### src/rtl/hilo_muldiv_if.sv
// hilo_muldiv_if
// Bundles the request and response signals between the instruction decoder
// (master) and the HI/LO multiply/divide unit (slave).
//   start        issue a MULT/MULTU/DIV/DIVU
//   op           00 MULT, 01 MULTU, 10 DIV, 11 DIVU
//   a, b         rs / rt operands (dividend / divisor for divides)
//   mthi, mtlo   write wdata into HI / LO
//   wdata        MTHI/MTLO data
//   busy         operation in flight, decoder must stall HI/LO accesses
//   done         one-cycle pulse when HI/LO first hold a new result
//   div_by_zero  last divide had a zero divisor
//   hi, lo       architectural HI/LO registers
interface hilo_muldiv_if #(
   parameter int WIDTH = 32
);
   logic             start;
   logic [1:0]       op;
   logic [WIDTH-1:0] a;
   logic [WIDTH-1:0] b;
   logic             mthi;
   logic             mtlo;
   logic [WIDTH-1:0] wdata;
   logic             busy;
   logic             done;
   logic             div_by_zero;
   logic [WIDTH-1:0] hi;
   logic [WIDTH-1:0] lo;

   modport master (
      output start, op, a, b, mthi, mtlo, wdata,
      input  busy, done, div_by_zero, hi, lo
   );

   modport slave (
      input  start, op, a, b, mthi, mtlo, wdata,
      output busy, done, div_by_zero, hi, lo
   );
endinterface

### src/rtl/hilo_muldiv_unit.sv
// hilo_muldiv_unit
// Iterative radix-2 multiply/divide unit owning the HI/LO register pair.
// Multiplies use shift-add, divides use restoring shift-subtract, both on
// magnitudes; signs are applied in a final fix-up cycle.
//   clk_i   rising-edge clock
//   rst_ni  asynchronous reset, active low
//   bus_io  slave side of hilo_muldiv_if (request, HI/LO, status)
module hilo_muldiv_unit #(
   parameter int WIDTH = 32
) (
   input logic           clk_i,
   input logic           rst_ni,
   hilo_muldiv_if.slave  bus_io
);
   localparam int CW = $clog2(WIDTH);

   typedef enum logic [1:0] {IDLE, ITER, FIX} state_t;

   state_t             state_q;
   logic [CW-1:0]      count_q;
   logic [2*WIDTH-1:0] acc_q;
   logic [WIDTH-1:0]   opB_q;
   logic [WIDTH-1:0]   rawA_q;
   logic [WIDTH-1:0]   hi_q;
   logic [WIDTH-1:0]   lo_q;
   logic               isDiv_q;
   logic               negResult_q;
   logic               negRem_q;
   logic               divZero_q;
   logic               busy_q;
   logic               done_q;

   logic               isSigned;
   logic               isDivIn;
   logic [WIDTH-1:0]   absA;
   logic [WIDTH-1:0]   absB;
   logic [WIDTH:0]     mulSum;
   logic [WIDTH:0]     divShift;
   logic [WIDTH:0]     divDiff;
   logic [2*WIDTH-1:0] acc_d;
   logic [2*WIDTH-1:0] prodFinal;
   logic [WIDTH-1:0]   quotFinal;
   logic [WIDTH-1:0]   remFinal;

   // Operand conditioning at issue: signed ops work on magnitudes.
   always_comb begin
      isSigned = ~bus_io.op[0];
      isDivIn  = bus_io.op[1];
      absA     = (isSigned && bus_io.a[WIDTH-1]) ? -bus_io.a : bus_io.a;
      absB     = (isSigned && bus_io.b[WIDTH-1]) ? -bus_io.b : bus_io.b;
   end

   // One radix-2 step. For multiply the accumulator holds {partial, multiplier};
   // for divide it holds {remainder, dividend/quotient}, the quotient bits
   // shifting in from the bottom as dividend bits leave the top.
   always_comb begin
      mulSum   = {1'b0, acc_q[2*WIDTH-1:WIDTH]} + (acc_q[0] ? {1'b0, opB_q} : '0);
      divShift = {acc_q[2*WIDTH-1:WIDTH], acc_q[WIDTH-1]};
      divDiff  = divShift - {1'b0, opB_q};
      if (isDiv_q) begin
         if (divShift >= {1'b0, opB_q}) begin
            acc_d = {divDiff[WIDTH-1:0], acc_q[WIDTH-2:0], 1'b1};
         end else begin
            acc_d = {divShift[WIDTH-1:0], acc_q[WIDTH-2:0], 1'b0};
         end
      end else begin
         acc_d = {mulSum, acc_q[WIDTH-1:1]};
      end
   end

   // Sign fix-up. A zero divisor leaves quotient all-ones naturally, but HI must
   // return the dividend exactly as supplied, not its magnitude.
   always_comb begin
      prodFinal = negResult_q ? -acc_q : acc_q;
      quotFinal = negResult_q ? -acc_q[WIDTH-1:0] : acc_q[WIDTH-1:0];
      remFinal  = negRem_q ? -acc_q[2*WIDTH-1:WIDTH] : acc_q[2*WIDTH-1:WIDTH];
      if (divZero_q) begin
         quotFinal = '1;
         remFinal  = rawA_q;
      end
   end

   // Control FSM with registered status outputs. In IDLE, start wins over
   // MTHI/MTLO; while busy every request is ignored.
   always_ff @(posedge clk_i or negedge rst_ni) begin
      if (!rst_ni) begin
         state_q     <= IDLE;
         count_q     <= '0;
         acc_q       <= '0;
         opB_q       <= '0;
         rawA_q      <= '0;
         hi_q        <= '0;
         lo_q        <= '0;
         isDiv_q     <= 1'b0;
         negResult_q <= 1'b0;
         negRem_q    <= 1'b0;
         divZero_q   <= 1'b0;
         busy_q      <= 1'b0;
         done_q      <= 1'b0;
      end else begin
         done_q <= 1'b0;
         case (state_q)
            IDLE: begin
               if (bus_io.start) begin
                  state_q     <= ITER;
                  busy_q      <= 1'b1;
                  count_q     <= '0;
                  acc_q       <= {{WIDTH{1'b0}}, absA};
                  opB_q       <= absB;
                  rawA_q      <= bus_io.a;
                  isDiv_q     <= isDivIn;
                  negResult_q <= isSigned && (bus_io.a[WIDTH-1] != bus_io.b[WIDTH-1]);
                  negRem_q    <= isSigned && isDivIn && bus_io.a[WIDTH-1];
                  divZero_q   <= isDivIn && (bus_io.b == '0);
               end else begin
                  if (bus_io.mthi) hi_q <= bus_io.wdata;
                  if (bus_io.mtlo) lo_q <= bus_io.wdata;
               end
            end
            ITER: begin
               acc_q   <= acc_d;
               count_q <= count_q + CW'(1);
               if (count_q == CW'(WIDTH-1)) state_q <= FIX;
            end
            FIX: begin
               if (isDiv_q) begin
                  hi_q <= remFinal;
                  lo_q <= quotFinal;
               end else begin
                  hi_q <= prodFinal[2*WIDTH-1:WIDTH];
                  lo_q <= prodFinal[WIDTH-1:0];
               end
               done_q  <= 1'b1;
               busy_q  <= 1'b0;
               state_q <= IDLE;
            end
            default: state_q <= IDLE;
         endcase
      end
   end

   assign bus_io.busy        = busy_q;
   assign bus_io.done        = done_q;
   assign bus_io.div_by_zero = divZero_q;
   assign bus_io.hi          = hi_q;
   assign bus_io.lo          = lo_q;
endmodule

### src/flat_wrapper.sv
// flat-port wrapper written by rule: the top's interface ports become plain ports
module hilo_muldiv_unit_flat 
#(
   parameter int WIDTH = 32
)
  (clk_i, rst_ni, bus_io_start, bus_io_op, bus_io_a, bus_io_b, bus_io_mthi, bus_io_mtlo, bus_io_wdata, bus_io_busy, bus_io_done, bus_io_div_by_zero, bus_io_hi, bus_io_lo);
  hilo_muldiv_if #(.WIDTH(WIDTH)) bus_io_i ();
  input logic clk_i;
  input logic rst_ni;
  input wire logic [$bits(bus_io_i.start)-1:0] bus_io_start;
  input wire logic [$bits(bus_io_i.op)-1:0] bus_io_op;
  input wire logic [$bits(bus_io_i.a)-1:0] bus_io_a;
  input wire logic [$bits(bus_io_i.b)-1:0] bus_io_b;
  input wire logic [$bits(bus_io_i.mthi)-1:0] bus_io_mthi;
  input wire logic [$bits(bus_io_i.mtlo)-1:0] bus_io_mtlo;
  input wire logic [$bits(bus_io_i.wdata)-1:0] bus_io_wdata;
  output wire logic [$bits(bus_io_i.busy)-1:0] bus_io_busy;
  output wire logic [$bits(bus_io_i.done)-1:0] bus_io_done;
  output wire logic [$bits(bus_io_i.div_by_zero)-1:0] bus_io_div_by_zero;
  output wire logic [$bits(bus_io_i.hi)-1:0] bus_io_hi;
  output wire logic [$bits(bus_io_i.lo)-1:0] bus_io_lo;
  assign bus_io_i.start = bus_io_start;
  assign bus_io_i.op = bus_io_op;
  assign bus_io_i.a = bus_io_a;
  assign bus_io_i.b = bus_io_b;
  assign bus_io_i.mthi = bus_io_mthi;
  assign bus_io_i.mtlo = bus_io_mtlo;
  assign bus_io_i.wdata = bus_io_wdata;
  assign bus_io_busy = bus_io_i.busy;
  assign bus_io_done = bus_io_i.done;
  assign bus_io_div_by_zero = bus_io_i.div_by_zero;
  assign bus_io_hi = bus_io_i.hi;
  assign bus_io_lo = bus_io_i.lo;
  hilo_muldiv_unit #(.WIDTH(WIDTH)) u_core (.clk_i(clk_i), .rst_ni(rst_ni), .bus_io(bus_io_i));
endmodule
### config.mk
export PLATFORM = sky130hd
export DESIGN_NAME = hilo_muldiv_unit_flat
export DESIGN_NICKNAME = d
export VERILOG_FILES = /design/src/rtl/hilo_muldiv_if.sv /design/src/rtl/hilo_muldiv_unit.sv /design/src/flat_wrapper.sv
export SDC_FILE = /design/constraint.sdc
export NUM_CORES = 1
export LEC_CHECK = 0
export ABC_AREA = 1
export CAP_MARGIN = 15
export CORE_UTILIZATION = 40
export CTS_CLUSTER_DIAMETER = 60
export DETAILED_ROUTE_END_ITERATION = 8
export SLEW_MARGIN = 10
export SYNTH_ARGS = -nofsm -noshare
export SYNTH_HDL_FRONTEND = slang
export SYNTH_SLANG_ARGS = --single-unit
### constraint.sdc
create_clock -name clk_i -period 2.6 [get_ports clk_i]
set_input_delay 0.26 -clock clk_i [delete_from_list [all_inputs] [get_ports clk_i]]
set_output_delay 0.26 -clock clk_i [all_outputs]
set_load 0.01 [all_outputs]
# Yosys cells after proc, flatten, opt, wreduce, memory -nomap -nowiden

Cells that the tools add are included.

$add $sub $neg: 8
$lt $le $gt $ge: 1
Eq/ne operators: 9
Muxes and demuxes: 28
Bitwise logic cells: 1
Reduce and logical (&&, ||, !) cells: 16

Operators by type and width:

| operator                                                         | number |
|---|---|
| 32-bit two-way mux                                               | 13 |
| 64-bit two-way mux                                               | 4 |
| 32-bit negator                                                   | 4 |
| 32-bit one-hot mux with 2 select lines                           | 2 |
| 64-bit one-hot mux with 2 select lines                           | 1 |
| 64-bit negator                                                   | 1 |
| 32-bit by 32-bit adder with 33-bit output                        | 1 |
| 33-bit by 32-bit greater-or-equal comparator with 1-bit output   | 1 |
| 32-bit zero test                                                 | 1 |
| 32-bit subtractor                                                | 1 |
| 5-bit one-hot mux with 2 select lines                            | 1 |
| 2-bit inequality test (second input constant)                    | 4 |
| 2-bit AND reduction                                              | 4 |
| 1-bit logical AND                                                | 6 |
| 3-bit AND reduction                                              | 2 |
| 5-bit by 1-bit adder with 5-bit output (second input constant)   | 1 |
| 5-bit == test (second input constant)                            | 1 |
| 5-bit two-way mux                                                | 1 |
| 2-bit two-way mux                                                | 2 |
| 2-bit one-hot mux with 2 select lines                            | 1 |
| 2-bit nonzero test                                               | 2 |
| 2-bit by 1-bit == test with 1-bit output (second input constant) | 1 |
| 2-bit == test (second input constant)                            | 1 |
| 2-bit zero test                                                  | 1 |
| 5 further kinds                                                  | 6 |

Register bits: 205
Input port bits: 103
Output and inout bits: 67
Word-level logic and storage cells: 76

# Longest topological paths before layout

Depth after elaboration: 5
Gate-level depth with buffers: 20
Mapped depth without buffers: 18

# Worst setup path before layout

OpenSTA, ideal clock, no wires.

Kind: register to register
Start: reg u_core.acc_q[0]
End: reg u_core.acc_q[53]
Library setup time: 0.116 ns
Data arrival time: 2.362 ns
Required time: 2.484 ns
Slack: 0.122 ns
Stages on the path, launching flop included: 20
Period minus slack after synthesis: 2.478 ns
Path through: dfrtp_1 buf_6 clkbuf_1 nand2_1 inv_1 ha_1 inv_1 fa_1 o21ai_2 nand2_1 nand2_1 nand2_1 nand2_1 nand2_1 nand3_1 nand3_1 nand2_1 inv_1 nand2_1 nand2_1

Cells in the longest elaborated chain, start to end: 4

Ends and longest elaborated chain:

| element                                   | line                    | RTL |
|---|---|---|
| from (decl)                               | hilo_muldiv_unit.sv:21  | `logic [2*WIDTH-1:0] acc_q;` |
| from (signal assigned)                    | hilo_muldiv_unit.sv:108 | `acc_q <= {{WIDTH{1'b0}}, absA};` |
| 32-bit two-way mux                        | hilo_muldiv_unit.sv:57  | `mulSum = {1'b0, acc_q[2*WIDTH-1:WIDTH]} + (acc_q[0] ? {1'b0, opB_q} : '0);` |
| 32-bit by 32-bit adder with 33-bit output | hilo_muldiv_unit.sv:57  |  |
| 64-bit two-way mux                        | hilo_muldiv_unit.sv:60  | `if (isDiv_q) begin` |
| 64-bit one-hot mux with 2 select lines    | hilo_muldiv_unit.sv:102 | `case (state_q)` |

No other way between the ends.
A chain may end at the register's enable or synchronous reset.

# Final worst setup path

Start: reg u_core.acc_q[0]
End: reg u_core.acc_q[55]

The elaborated chain is that of the path after synthesis.

==> flow_metrics.py <==
metrics = {
    "power": {
        "p_per_area_mw_per_mm2": 1550,
        "p_total_mw": 38.7,
        "p_leak_nw": 12.1,
        "ir_drop_v": 0.000726,
    },
    "sta": {
        "fin_ws_ns": 0.0630,
        "fmax_mhz": 394,
        "maxSlewViolCount": 0,
        "hold_viol_final": 0,
        "rsz0062_at_grt": "true",
        "layout_min_cycle_time_ns": 2.54,
        "relSlewSlack_pct": 31.6,
        "clock_skew_ns": 0.0203,
        "hold_slack_ns": 0.285,
        "max_slew.worst_pin.slew_ns": 1.02,
        "min_period_over_period_pct": 97.6,
        "setup_viol": 0,
    },
    "placement": {
        "dp_slack_ns": -0.0760,
        "io_buffers": 169,
        "hpwlAfterDp_um": 72900,
        "routabilityCongestion": 1.03,
    },
    "clocking": {
        "cts_tree": "done",
        "cts_buffer_depth": 3,
        "htree_levels": 1,
        "clock_latency_ns": 0.60,
        "cts_root_buf": "clkbuf_16",
        "clk_pin_slew_ns": 0.06,
        "cts_buffers": 31,
        "numClockSinks": 205,
    },
    "grt": {
        "antenna_found_initial": 3,
        "overflow": 0,
        "grt.total_usage_pct": 35.9,
        "grt_first_pass_wirelength_um": 133000,
        "grt_pass1_vias": 21299,
        "grt_max_degree": 77,
    },
    "route": {
        "wire_per_inst_um": 21.5,
        "detail-route-antenna-nets": 0,
        "via_count": 23680,
        "drt-total-wl_um": 90900,
        "drt_iter0_markers": 3017,
        "viasPerCell": 5.59,
        "drc": 1,
        "first_pass_iters": 9,
    },
    "yosys": {
        "synth-seq-cells": 205,
        "synth_edf_count": 0,
        "syn_avg_cell_area_sq_um": 5.90,
        "synth_fp_nets": 3435,
        "synthFlopType": "dfrtp_1",
        "syn_inst": 3260,
        "ys_warn_count": 0,
        "synth_area_sq_mm": 0.0192,
        "synth_seq_area_share_pct": 26.7,
        "synthArstFlopShare_pct": 100,
        "ys_types": 51,
    },
    "critical_path": {
        "reg2reg_slack_ns": 0.06,
        "cp-start-kind": "flip-flop",
        "crit_buf_inv": 5,
        "crit_chain": "buf_12, nand2_1, inv_1, ha_2, inv_1, fa_2, o21ai_4, buf_4, nand2_1, nand2b_1, nand3_2, nand4_1, nand3_1, nand2_1, inv_1, nand2_1, nand2_1",
        "crit_slowest_cell": "dfrtp_2",
        "critPathKind": "reg -> reg",
        "worstSetupEndpointType": "flip-flop",
        "critPathMaxStageDelay_ns": 0.44,
        "critical_path.top_delay_family": "simple AND/OR/NAND/NOR gates",
        "arrival_ns": 3.02,
        "crit_fanout": 16,
        "cp.required_ns": 3.09,
        "cpMostUsedCell": "nand2_1",
    },
    "die": {
        "rows": 80,
        "core-area_sq_mm": 0.0476,
        "dieWidth_um": 221,
        "fp.dieArea_sq_mm": 0.0490,
        "ioPinCount": 170,
        "die_h_um": 221,
        "start_util_pct": 40.4,
    },
    "final_layout": {
        "layout_common_cells": "982 x nand2_1, 384 x nor2_1, 378 x inv_1, 270 x o21ai_0, 261 x nand3_1",
        "area_delta_synth_final_pct": 29.3,
        "final_common_cell": "nand2_1",
        "drive_above_1_share_pct": 13.2,
        "fin_util_pct": 52.2,
        "num-nets-final": 3769,
    },
    "worst_hold_path": {
        "hp-class": "in -> reg",
    },
    "outcome": {
        "status": "complete, but fails checks",
        "violations": "DRC",
    },
    "run": {
        "maxCapViolations": 0,
    },
}
[cells by family (layout without fill, tap and decap cells)]
logic type	after synthesis	count (layout)	synth area share, %
XOR/XNOR	51	51	2.32
AND/OR/NAND/NOR	1796	1796	38.5
other	0	1	0
adder cells (fa/ha/maj)	72	72	4.76
flip-flops	205	205	26.7
buffers and inverters	509	867	10.4
AO/OA/AOI/OAI	627	627	17.4
[per-stage QoR]
stage | instance area, sq um | instances | TNS, ns
floorplan | 19200 | 3260 | 0
global placement | 23200 | 4168 | -0.0944
detailed placement | 23200 | 4168 | -0.155
CTS | 24200 | 4226 | 0
global route | 24900 | 4234 | -0.151
finish | 24900 | 4234 | 0
[final timing paths]
kind	from	end	cells after the start
max in group asynchronous	rst_ni	u_core.bus_io.lo[11]	3
worst max register to register	u_core.acc_q[0]	u_core.acc_q[55]	17
worst min register to register	u_core.bus_io.hi[10]	u_core.bus_io.hi[10]	2
worst min-delay path	bus_io_wdata[14]	u_core.bus_io.lo[14]	3
worst max-delay path	u_core.acc_q[0]	u_core.acc_q[55]	17
min in group asynchronous	rst_ni	u_core.acc_q[59]	2
[sequential cells by signal, summed over array words and instances, names as in the netlist, 2 cells and up]
signal	count
u_core.acc_q	64
u_core.bus_io.hi	32
u_core.bus_io.lo	32
u_core.opB_q	32
u_core.rawA_q	32
u_core.count_q	5
u_core.state_q	2
[worst reg2reg max path, stage by stage (launching register included)]
cell      delay (ns)
dfrtp_2         0.44
buf_12          0.17
nand2_1         0.06
inv_1           0.07
ha_2            0.19
inv_1           0.06
fa_2            0.39
o21ai_4         0.19
buf_4           0.15
nand2_1         0.04
nand2b_1        0.12
nand3_2         0.11
nand4_1         0.10
nand3_1         0.11
nand2_1         0.09
inv_1           0.05
nand2_1         0.05
nand2_1         0.05
[Yosys cell counts, drive strengths merged, types with 3 or more instances]
cell type	n	area share, %
nand2	1003	20
nor2	431	8.7
inv	387	7.5
o21ai	309	8.2
nand3	274	7.3
a21oi	239	6.3
dfrtp	205	27
clkbuf	80	1.6
ha	70	4.6
xor2	47	2.1
buf	39	1.2
nor3	29	0.83
a31oi	28	0.91
nand4	28	0.91
nand3b	12	0.47
o211ai	12	0.47
or2	10	0.33
a22oi	8	0.31
nor4	6	0.20
o21bai	6	0.23
o31ai	6	0.23
xnor2	4	0.18
a21o	3	0.12
a32oi	3	0.14
clkinv	3	0.058
o22ai	3	0.098
o41ai	3	0.14
[power by group]
| part | switching [mW] | internal (mW) |
|---|---|---|
| Combinational | 17.5 | 10.6 |
| Sequential | 1.65 | 4.80 |
| Clock | 1.72 | 2.42 |
| Total | 20.8 | 17.9 |
[routing by layer]
metal	routed length (um)	GRT usage [%]
met1	43300	56.9
met2	35400	48.6
met4	2050	8.08
met3	10200	7.00
met5	0	0
[layout make-up]
cell class                      instances  area, sq um
Clock inverter                         17          151
Clock buffer                           40          850
Multi-Input combinational cell       2546        12800
Antenna cell                            1         2.50
Timing Repair Buffer                  420         3760
Inverter                              390         1470
Tap cell                              615          769
Sequential cell                       205         5130
Fill cell                            5000        22800
[timing repair]
| item | in CTS | in global routing |
|---|---|---|
| endpoints found under the setup margin | 5 | 45 |
| pin swaps | 1 | 14 |
| setup buffers | 0 | 6 |
| hold endpoints to repair | 72 | 0 |
| hold buffers | 1 | 0 |
| cloned | 0 | 1 |
| gates resized for setup | 2 | 135 |
(Power assumes the default switching activity.)
